### src/rtl/base_digit_shifter_pkg.sv
// Shared constants and helpers for the base converter: base_sel encodings,
// FSM state encoding, and digit width / digit count helpers.
package base_conv_pkg;

    localparam logic [1:0] BASE_BIN = 2'b00;
    localparam logic [1:0] BASE_OCT = 2'b01;
    localparam logic [1:0] BASE_HEX = 2'b10;

    localparam logic [0:0] ST_IDLE = 1'b0;
    localparam logic [0:0] ST_EMIT = 1'b1;

    // Bits per digit for a base selection; the reserved code falls back to binary.
    function automatic logic [2:0] digit_width(input logic [1:0] base_sel);
        case (base_sel)
            BASE_OCT: digit_width = 3'd3;
            BASE_HEX: digit_width = 3'd4;
            default:  digit_width = 3'd1;
        endcase
    endfunction

    // Number of digits needed to cover width bits at dw bits per digit (rounded up).
    function automatic int num_digits(input int width, input int dw);
        num_digits = (width + dw - 1) / dw;
    endfunction

endpackage

### src/rtl/base_digit_shifter_if.sv
// Load and digit handshake bundle between the operand producer / digit consumer
// (master) and the digit shifter (slave).
interface base_digit_shifter_if #(
    parameter int WIDTH   = 12,
    parameter int DIGIT_W = 4
);
    logic               load_valid;
    logic               load_ready;
    logic [WIDTH-1:0]   load_data;
    logic [1:0]         base_sel;
    logic               digit_valid;
    logic               digit_ready;
    logic [DIGIT_W-1:0] digit_data;
    logic               digit_last;

    modport master (
        output load_valid, load_data, base_sel, digit_ready,
        input  load_ready, digit_valid, digit_data, digit_last
    );

    modport slave (
        input  load_valid, load_data, base_sel, digit_ready,
        output load_ready, digit_valid, digit_data, digit_last
    );
endinterface

### src/rtl/base_digit_shifter.sv
// Captures an operand and serialises it into binary/octal/hex digits, LSD first.
// The register shifts right by the latched digit width on every accepted digit,
// so the current digit is always the low bits of the register.
module base_digit_shifter
    import base_conv_pkg::*;
#(
    parameter int WIDTH   = 12,
    parameter int DIGIT_W = 4,
    parameter int CNT_W   = $clog2(WIDTH + 1)
) (
    input  logic                 clk,
    input  logic                 rst_n,
    input  logic                 clear,
    base_digit_shifter_if.slave  bus,
    output logic                 busy,
    output logic [WIDTH-1:0]     q
);

    localparam logic [CNT_W-1:0] ND_BIN = CNT_W'(num_digits(WIDTH, int'(digit_width(BASE_BIN))));
    localparam logic [CNT_W-1:0] ND_OCT = CNT_W'(num_digits(WIDTH, int'(digit_width(BASE_OCT))));
    localparam logic [CNT_W-1:0] ND_HEX = CNT_W'(num_digits(WIDTH, int'(digit_width(BASE_HEX))));

    logic [0:0]       state_reg;
    logic [WIDTH-1:0] data_reg;
    logic [CNT_W-1:0] count_reg;
    logic [2:0]       dw_reg;

    logic             emit;
    logic [3:0]       digit_nib;
    logic [WIDTH-1:0] data_shifted;
    logic [2:0]       load_dw;
    logic [CNT_W-1:0] load_count;

    assign emit = (state_reg == ST_EMIT);

    // Current digit and next register value, selected by the latched digit width.
    always_comb begin
        digit_nib    = {3'b000, data_reg[0]};
        data_shifted = data_reg >> 1;
        case (dw_reg)
            3'd3: begin
                digit_nib    = {1'b0, data_reg[2:0]};
                data_shifted = data_reg >> 3;
            end
            3'd4: begin
                digit_nib    = data_reg[3:0];
                data_shifted = data_reg >> 4;
            end
            default: begin
                digit_nib    = {3'b000, data_reg[0]};
                data_shifted = data_reg >> 1;
            end
        endcase
    end

    // Digit width and digit count to latch when an operand is accepted.
    always_comb begin
        load_dw = digit_width(bus.base_sel);
        case (bus.base_sel)
            BASE_OCT: load_count = ND_OCT;
            BASE_HEX: load_count = ND_HEX;
            default:  load_count = ND_BIN;
        endcase
    end

    // FSM, shift register, digit counter and digit width; clear beats both handshakes.
    always_ff @(posedge clk or negedge rst_n) begin
        if (!rst_n) begin
            state_reg <= ST_IDLE;
            data_reg  <= '0;
            count_reg <= '0;
            dw_reg    <= 3'd1;
        end else if (clear) begin
            state_reg <= ST_IDLE;
            data_reg  <= '0;
            count_reg <= '0;
            dw_reg    <= 3'd1;
        end else if (state_reg == ST_IDLE) begin
            if (bus.load_valid) begin
                state_reg <= ST_EMIT;
                data_reg  <= bus.load_data;
                count_reg <= load_count;
                dw_reg    <= load_dw;
            end
        end else if (bus.digit_ready) begin
            data_reg  <= data_shifted;
            count_reg <= count_reg - 1'b1;
            if (count_reg == CNT_W'(1)) begin
                state_reg <= ST_IDLE;
            end
        end
    end

    assign bus.load_ready  = !emit;
    assign bus.digit_valid = emit;
    assign bus.digit_data  = emit ? DIGIT_W'(digit_nib) : '0;
    assign bus.digit_last  = emit && (count_reg == CNT_W'(1));
    assign busy            = emit;
    assign q               = data_reg;

endmodule

### src/flat_wrapper.sv
// flat-port wrapper written by rule: the top's interface ports become plain ports
module base_digit_shifter_flat import base_conv_pkg::*;
#(
    parameter int WIDTH   = 12,
    parameter int DIGIT_W = 4,
    parameter int CNT_W   = $clog2(WIDTH + 1)
)
  (clk, rst_n, clear, busy, q, bus_load_valid, bus_load_data, bus_base_sel, bus_digit_ready, bus_load_ready, bus_digit_valid, bus_digit_data, bus_digit_last);
  base_digit_shifter_if #(.WIDTH(WIDTH), .DIGIT_W(DIGIT_W)) bus_i ();
  input  logic clk;
  input  logic rst_n;
  input  logic clear;
  output logic busy;
  output logic [WIDTH-1:0] q;
  input wire logic [$bits(bus_i.load_valid)-1:0] bus_load_valid;
  input wire logic [$bits(bus_i.load_data)-1:0] bus_load_data;
  input wire logic [$bits(bus_i.base_sel)-1:0] bus_base_sel;
  input wire logic [$bits(bus_i.digit_ready)-1:0] bus_digit_ready;
  output wire logic [$bits(bus_i.load_ready)-1:0] bus_load_ready;
  output wire logic [$bits(bus_i.digit_valid)-1:0] bus_digit_valid;
  output wire logic [$bits(bus_i.digit_data)-1:0] bus_digit_data;
  output wire logic [$bits(bus_i.digit_last)-1:0] bus_digit_last;
  assign bus_i.load_valid = bus_load_valid;
  assign bus_i.load_data = bus_load_data;
  assign bus_i.base_sel = bus_base_sel;
  assign bus_i.digit_ready = bus_digit_ready;
  assign bus_load_ready = bus_i.load_ready;
  assign bus_digit_valid = bus_i.digit_valid;
  assign bus_digit_data = bus_i.digit_data;
  assign bus_digit_last = bus_i.digit_last;
  base_digit_shifter #(.WIDTH(WIDTH), .DIGIT_W(DIGIT_W), .CNT_W(CNT_W)) u_core (.clk(clk), .rst_n(rst_n), .clear(clear), .bus(bus_i), .busy(busy), .q(q));
endmodule
### config.mk
export PLATFORM = sky130hd
export DESIGN_NAME = base_digit_shifter_flat
export DESIGN_NICKNAME = d
export VERILOG_FILES = /design/src/rtl/base_digit_shifter_pkg.sv /design/src/rtl/base_digit_shifter_if.sv /design/src/rtl/base_digit_shifter.sv /design/src/flat_wrapper.sv
export SDC_FILE = /design/constraint.sdc
export NUM_CORES = 1
export LEC_CHECK = 0
export CORE_AREA = 2 2 56 58
export DETAILED_ROUTE_END_ITERATION = 16
export DIE_AREA = 0 0 58 60
export PLACE_DENSITY_LB_ADDON = 0.2
export SLEW_MARGIN = 5
export SYNTH_ARGS = -nofsm -noshare
export SYNTH_HDL_FRONTEND = slang
export SYNTH_SLANG_ARGS = --single-unit
### constraint.sdc
create_clock -name clk -period 2.2 [get_ports clk]
set_clock_uncertainty 0.2 [all_clocks]
set_input_delay 0.44 -clock clk [delete_from_list [all_inputs] [get_ports clk]]
set_output_delay 0.44 -clock clk [all_outputs]
set_load 0.1 [all_outputs]
==> Word-level counts from Yosys, hierarchy flattened <==
Index checks and enable logic that the tools add are counted.
{ "totals": {"in_bits": 19, "output_inout_bits": 20, "ram_bits": 0, "mem_bits_ro": 0, "reg_bits": 20, "latch_bits": 0, "n_memories": 0, "word_cells": 39} }
{ "classes": {"reduce_logical": 6, "n_div": 0, "mul": 0, "mux": 21, "eq_ne": 7, "n_addsub": 1, "n_bitwise": 0, "shifts": 0, "order_cmp": 0} }
{ "ops": {"columns": ["operator", "count"], "rows": [
  ["$mux W12", 4],
  ["$pmux W11 S2", 1],
  ["$mux W4", 5],
  ["$pmux W4 S2", 2],
  ["$mux W3", 3],
  ["$pmux W3 S2", 1],
  ["$mux W1", 5],
  ["$eq A4 B1 Y1 const B", 1],
  ["$reduce_and A2 Y1", 2],
  ["$sub A4 B1 Y4 const B", 1],
  ["$eq A3 B2 Y1 const B", 1],
  ["$eq A3 B3 Y1 const B", 1],
  ["$ne A3 B3 Y1 const B", 1],
  ["$reduce_bool A3 Y1", 1],
  ["$eq A2 B1 Y1 const B", 1],
  ["$eq A2 B2 Y1 const B", 1],
  ["$ne A2 B2 Y1 const B", 1],
  ["$reduce_bool A2 Y1", 1],
  ["$logic_and A1 B1 Y1", 1],
  ["$logic_not A1 Y1", 1]
]} }

==> Depth between registers and ports, before layout <==
Gate-level depths: netlist of the first run.
{ "logic_depth": {"depth_word": 5, "ltp_mapped": 6, "ltp_nobuf": 6} }

==> Worst setup path after synthesis of the first run <==
OpenSTA, ideal clock, no wires.
{ "synth_timing": {"path_kind": "reg2reg", "startpoint": "register u_core.state_reg (netlist: u_core.bus.digit_valid)", "endpoint": "register u_core.state_reg (netlist: u_core.bus.digit_valid)", "path_stages_with_launch": 4, "synth_period_minus_slack_ns": 5.257, "path_buffers": 0, "required_time_ns": 1.709, "setup_slack_ns": -3.057, "arrival_time_ns": 4.765, "setup_ns": 0.291, "path_cell_list": "dfrtp_1 -> inv_1 -> nor4b_1 -> a211oi_1"} }
{ "synth_between": {"elab_chain_len": 2} }
{ "synth_lines": {"columns": ["element", "line", "rtl"], "rows": [
  ["start: declaration", "base_digit_shifter.sv:23", "logic [0:0] state_reg;"],
  ["start signal: assignment", "base_digit_shifter.sv:69", "state_reg <= ST_IDLE;"],
  ["start signal: assignment", "base_digit_shifter.sv:74", "state_reg <= ST_IDLE;"],
  ["start signal: assignment", "base_digit_shifter.sv:80", "state_reg <= ST_EMIT;"],
  ["$mux W1", "base_digit_shifter.sv:78", "end else if (state_reg == ST_IDLE) begin"],
  ["$mux W1", "base_digit_shifter.sv:73", "end else if (clear) begin"]
]} }
No other way between the ends.
A chain may end at the register's enable or synchronous reset.

==> Worst setup path in the final report of the first run <==
{ "layout_timing": {"startpoint": "register u_core.count_reg[1]", "endpoint": "output port bus_digit_last"} }
{ "layout_between": {"elab_chain_len": 2} }
{ "layout_lines": {"columns": ["element", "line", "rtl"], "rows": [
  ["start: declaration", "base_digit_shifter.sv:25", "logic [CNT_W-1:0] count_reg;"],
  ["start signal: assignment", "base_digit_shifter.sv:82", "count_reg <= load_count;"],
  ["start signal: assignment", "base_digit_shifter.sv:87", "count_reg <= count_reg - 1'b1;"],
  ["$eq A4 B1 Y1", "base_digit_shifter.sv:97", "assign bus.digit_last = emit && (count_reg == CNT_W'(1));"],
  ["$logic_and A1 B1 Y1", "base_digit_shifter.sv:97", null],
  ["end: declaration", "flat_wrapper.sv:22", "output wire logic [$bits(bus_i.digit_last)-1:0] bus_digit_last;"]
]} }
No other way between the ends.

==> impl_metrics.toml, run 1 <==
[floorplan]
rows = 20
die_y_um = 60
core_mm2 = 0.002903
die_w_um = 58
initial_core_util = 0.4418
die_area_mm2 = 0.003480
ios = 39

[timing]
finalHoldViolations = 0
max_freq_mhz = 461.5
timing.final.ws_setup_ns = 0.03309
period_share = 0.9850
layout_min_cycle_time_ns = 2.167
max_slew_margin = 0.7571
slew_violations = 0
rsz0062_at_grt = "yes"
tightest_slew_ns = 0.3628
setup_viol_count_final = 0

[global_route]
gr-total-overflow = 0
antenna_found_initial = 0
grt_pass1_wl_um = 5706
grt_util_all_layers = 0.2123
grt_max_degree = 21
grt_pass1_vias = 1230

[synthesis]
yosys_warnings = 0
synth-simple-area-share = 0.1766
ys_seq_area_frac = 0.3912
synth_fa_ha_area_frac = 0.04878
synth_compound_area_frac = 0.3054
synth_top_family_by_area = "compound AO/OA/AOI/OAI gates"
synth_nets = 161
synth_area_leaders = "dfrtp_1 (37%), a221o_1 (6.2%), o31ai_1 (5.9%)"
ys_types = 39
synthCells = 137
synth_mux_area_frac = 0.01561
syn_area_mm2 = 0.001282
yosys.area.top_type = "dfrtp_1"
syn_avg_cell_area_um2 = 9.361
synth_xor_area_frac = 0
synth_ff_type = "dfrtp_1"
synth_top_cell_area_share = 0.3707
ys_ff_latch = 20
async_flop_share = 1.000
synth_edf_count = 0

[finish]
layout.nets = 211
layout_common_cells = "buf_4 (21), clkdlybuf4s50_1 (18), nand2_1 (16), buf_12 (16), dfrtp_1 (15)"
final_core_util = 0.6935
syn2layout_area_growth_pct = 56.98
drive_above_1_share = 0.3172
fin_cells = 219
largest_reg_flops = 12
fillers = 219
diodes = 0
final_common_cell = "buf_4"

[worst_setup_path]
worstPathCellList = "inv_2 -> ha_1 -> nor4b_4 -> buf_12"
path_buf_inv = 2
crit_required_ns = 1.56
cp_top_family = "flip-flops"
worst_setup_path_end_kind = "primary output"
cp.arrival_ns = 1.53
cp_slowest_cell = "dfrtp_1"
critPathKind = "reg2out"
cp-start-kind = "flop"
critPathMaxStageDelay_ns = 0.43
cp_max_fo = 3

[drt]
antenna_left = 0
num_vias = 1308
highest_layer = "met4"
wl_met2_um = 1757
drt-initial-drc-count = 45
viasPerCell = 5.973
firstDrtPassIters = 4
drt-met1-wl_um = 1514
wire_per_inst_um = 15.90
met3WireLength_um = 189
wirelength_um = 3482
drc = 0

[placement]
gp_congestion = 0.8258
io_buffers = 38
dp_hpwl_um = 2552
dp_cells = 209
dpl_worst_slack_ns = 0.09577

[clocking]
cts_inserted_buffers = 3
cts_sinks = 20
postCtsHoldBufs = 0
root_buffer = "clkbuf_4"
cts_buffer_depth = 2
path_clk_slew_ns = 0.13
cts_tree = "yes"
htree_levels = 1
clkLatencyLatePin_ns = 0.31

[run]
max_cap_violations = 0

[power_and_ir_drop]
p_leak_nw = 0.8695
power_w = 0.001189
power.density_mw_per_mm2 = 590.4
irDropWorstVdd_v = 0.0003572

[outcome]
outcome = "completed"

[hold_path]
hp-class = "in2async"
==> final cells by class <==
class / count / area, µm² / area share
Multi-Input combinational cell: 101 / 735.7 / 0.3654
Timing Repair Buffer: 56 / 669.4 / 0.3325
Sequential cell: 20 / 509.2 / 0.2530
Tap cell: 33 / 41.29 / 0.02051
Clock buffer: 4 / 36.28 / 0.01802
Inverter: 5 / 21.27 / 0.01057
==> cells by family after synthesis <==
family	count (synthesis)
buffers and inverters	16
DFF	20
AOI/OAI and AO/OA	52
adders and majority gates	5
and+or+nand+nor	42
muxes	2
==> final timing paths <==
| kind | startpoint | to | slack, ns | cells past startpoint |
|---|---|---|---|---|
| min reg2reg | u_core.q[1] | u_core.q[1] | 0.34 | 2 |
| max in group asynchronous | rst_n | u_core.dw_reg[0] | 1.26 | 2 |
| max reg2reg | u_core.dw_reg[1] | u_core.q[8] | 0.32 | 6 |
| min | rst_n | u_core.q[5] | 0.26 | 2 |
| min in group clk | u_core.q[1] | u_core.q[1] | 0.34 | 2 |
| max | u_core.count_reg[1] | bus_digit_last | 0.03 | 4 |
==> through the flow <==
stage / hold slack, ns / instance area [µm²] / TNS [ns]
floorplan: -0.05559 / 1325 / -0.3921
global placement: 0.3024 / 1926 / 0
detailed placement: 0.3141 / 1926 / 0
CTS: 0.2654 / 1972 / 0
global route: 0.2966 / 2013 / -0.04373
finish: 0.2555 / 2013 / 0
==> cell usage after synthesis (2+ instances only) <==
cell	number
nor2b_1	2
clkbuf_1	2
a221o_1	8
o31ai_1	10
nand3_1	2
o211ai_1	2
and3_1	4
nand2_1	16
ha_1	5
buf_2	7
dfrtp_1	19
o21ai_0	3
a21oi_1	12
inv_1	5
a22oi_1	9
nand2b_1	2
nor2_1	5
mux2i_1	2
a22o_1	2
==> power breakdown <==
group / internal (W) / total [W] / switching, W
sequential: 0.000402 / 0.000455 / 0.0000526
combinational: 0.000195 / 0.000509 / 0.000314
clock: 0.000101 / 0.000224 / 0.000123
==> repair_timing <==
| item | in CTS | in global routing |
|---|---|---|
| endpoints found under the setup margin | 3 | 4 |
| gates resized for setup | 1 | 2 |
| buffers inserted | 1 | 5 |
| cloned | 0 | 0 |
| pin swaps | 0 | 2 |
==> per-layer routing <==
layer,vias to the layer above,global-route usage
li1,618,-
met4,0,0.08638
met2,48,0.3506
met3,4,0.02381
met5,-,0
met1,638,0.2847
No activity file was read; power rests on OpenSTA's default activity.
==> inputs of run 2 (changes only) <==
Settings changed: CAP_MARGIN set to 10, PLACE_DENSITY set to 0.77, PLACE_DENSITY_LB_ADDON 0.2 to not set.
==> impl_metrics.toml, run 2 (synthesized netlist as in run 1, its figures left out) <==
[outcome]
outcome = "completed"

[global_route]
antenna_found_initial = 0
grt_max_degree = 21
grt_pass1_vias = 1238
grt_pass1_wl_um = 5644
grt_util_all_layers = 0.2129
gr-total-overflow = 0

[timing]
max_freq_mhz = 459.8
slew_violations = 0
period_share = 0.9885
rsz0062_at_grt = "yes"
layout_min_cycle_time_ns = 2.175
setup_viol_count_final = 0
finalHoldViolations = 0
tightest_slew_ns = 0.3289
max_slew_margin = 0.7790
timing.final.ws_setup_ns = 0.02520

[worst_setup_path]
worst_setup_path_end_kind = "primary output"
cp_top_family = "flip-flops"
critPathKind = "reg2out"
path_buf_inv = 1
critPathMaxStageDelay_ns = 0.56
crit_required_ns = 1.56
cp_slowest_cell = "dfstp_2"
cp-start-kind = "flop"
worstPathCellList = "and3b_1 -> or2_4 -> and3_4 -> buf_12"
cp_max_fo = 3
cp.arrival_ns = 1.53

[floorplan]
die_y_um = 60
initial_core_util = 0.4418
core_mm2 = 0.002903
ios = 39
die_area_mm2 = 0.003480
rows = 20
die_w_um = 58

[placement]
gp_congestion = 0.8909
io_buffers = 38
dpl_worst_slack_ns = 0.1283
dp_hpwl_um = 2519

[drt]
wire_per_inst_um = 15.80
wirelength_um = 3350
viasPerCell = 6.024
antenna_left = 0
drt-initial-drc-count = 37
num_vias = 1277
firstDrtPassIters = 4
drc = 0

[finish]
fillers = 234
final_core_util = 0.6707
multi_input_area_um2 = 735.7
diodes = 0
syn2layout_area_growth_pct = 51.81
drive_above_1_share = 0.2793
layout.nets = 204
final_common_cell = "clkdlybuf4s50_1"
layout_common_cells = "clkdlybuf4s50_1 (18), nand2_1 (16), buf_12 (16), buf_4 (15), dfrtp_1 (15)"
largest_reg_flops = 12
ff_latch_area_um2 = 509.2

[clocking]
postCtsHoldBufs = 0
cts_buffer_depth = 2
cts_tree = "yes"
htree_levels = 1
root_buffer = "clkbuf_4"
clkLatencyLatePin_ns = 0.30
cts_inserted_buffers = 3
path_clk_slew_ns = 0.12
cts_sinks = 20

[power_and_ir_drop]
irDropWorstVdd_v = 0.0003677
power_w = 0.001144
power.density_mw_per_mm2 = 587.5
p_leak_nw = 0.8266

[hold_path]
hp-class = "in2async"

[run]
max_cap_violations = 0
[run 2: cell count changes in the layout (fill, tap and decap cells not counted), sizes merged]
cell  change
buf       -7
[run 2: worst paths after layout]
check                                       start                end  slack [ns]  cells after the start
setup / recovery                 u_core.dw_reg[0]  bus_digit_data[1]        0.03                      4
hold / removal                              rst_n        u_core.q[6]        0.27                      2
setup reg to reg           u_core.bus.digit_valid        u_core.q[0]        0.41                      5
hold reg to reg                       u_core.q[1]        u_core.q[1]        0.34                      2
max in group asynchronous                   rst_n   u_core.dw_reg[0]        1.25                      2
min in group clk                      u_core.q[1]        u_core.q[1]        0.34                      2
[run 2: report_power, final]
group / internal, W / leakage, nW / switching [W]
registers: 0.000402 / 0.256 / 0.0000508
clock network: 0.0000707 / 0.0150 / 0.000117
logic: 0.000190 / 0.555 / 0.000313
[run 2: metal layers]
metal / routed length [µm] / share of wire / up-vias / track usage
met5: 0 / 0 / - / 0
li1: - / - / 604 / -
met4: 37 / 0.011 / 0 / 0.05980
met1: 1379 / 0.41 / 623 / 0.2637
met3: 206 / 0.061 / 5 / 0.03030
met2: 1727 / 0.52 / 45 / 0.3864
[run 2: repair_timing]
action	4_1_cts	5_1_grt
pin swaps	0	2
cloned	0	0
buffers inserted	2	1
setup endpoints to repair	3	2
resized for setup	1	0
[run 2: layout make-up]
class | count | area share
clock buffers | 4 | 0.01350
inverters | 5 | 0.01093
multi-input cells | 101 | 0.3779
flip-flops and latches | 20 | 0.2616
well taps | 33 | 0.02121
repair buffers | 49 | 0.3149
[run 2: per-stage QoR]
step	std cells	hold slack [ns]	setup TNS [ns]	cell area (µm²)
2_1_floorplan	137	-0.05559	-0.3921	1325
6_report	212	0.2711	0	1947
3_3_place_gp	205	0.3021	0	1896
3_5_place_dp	205	0.3120	0	1896
4_1_cts	211	0.2789	0	1939
5_1_grt	212	0.2929	-0.02595	1947
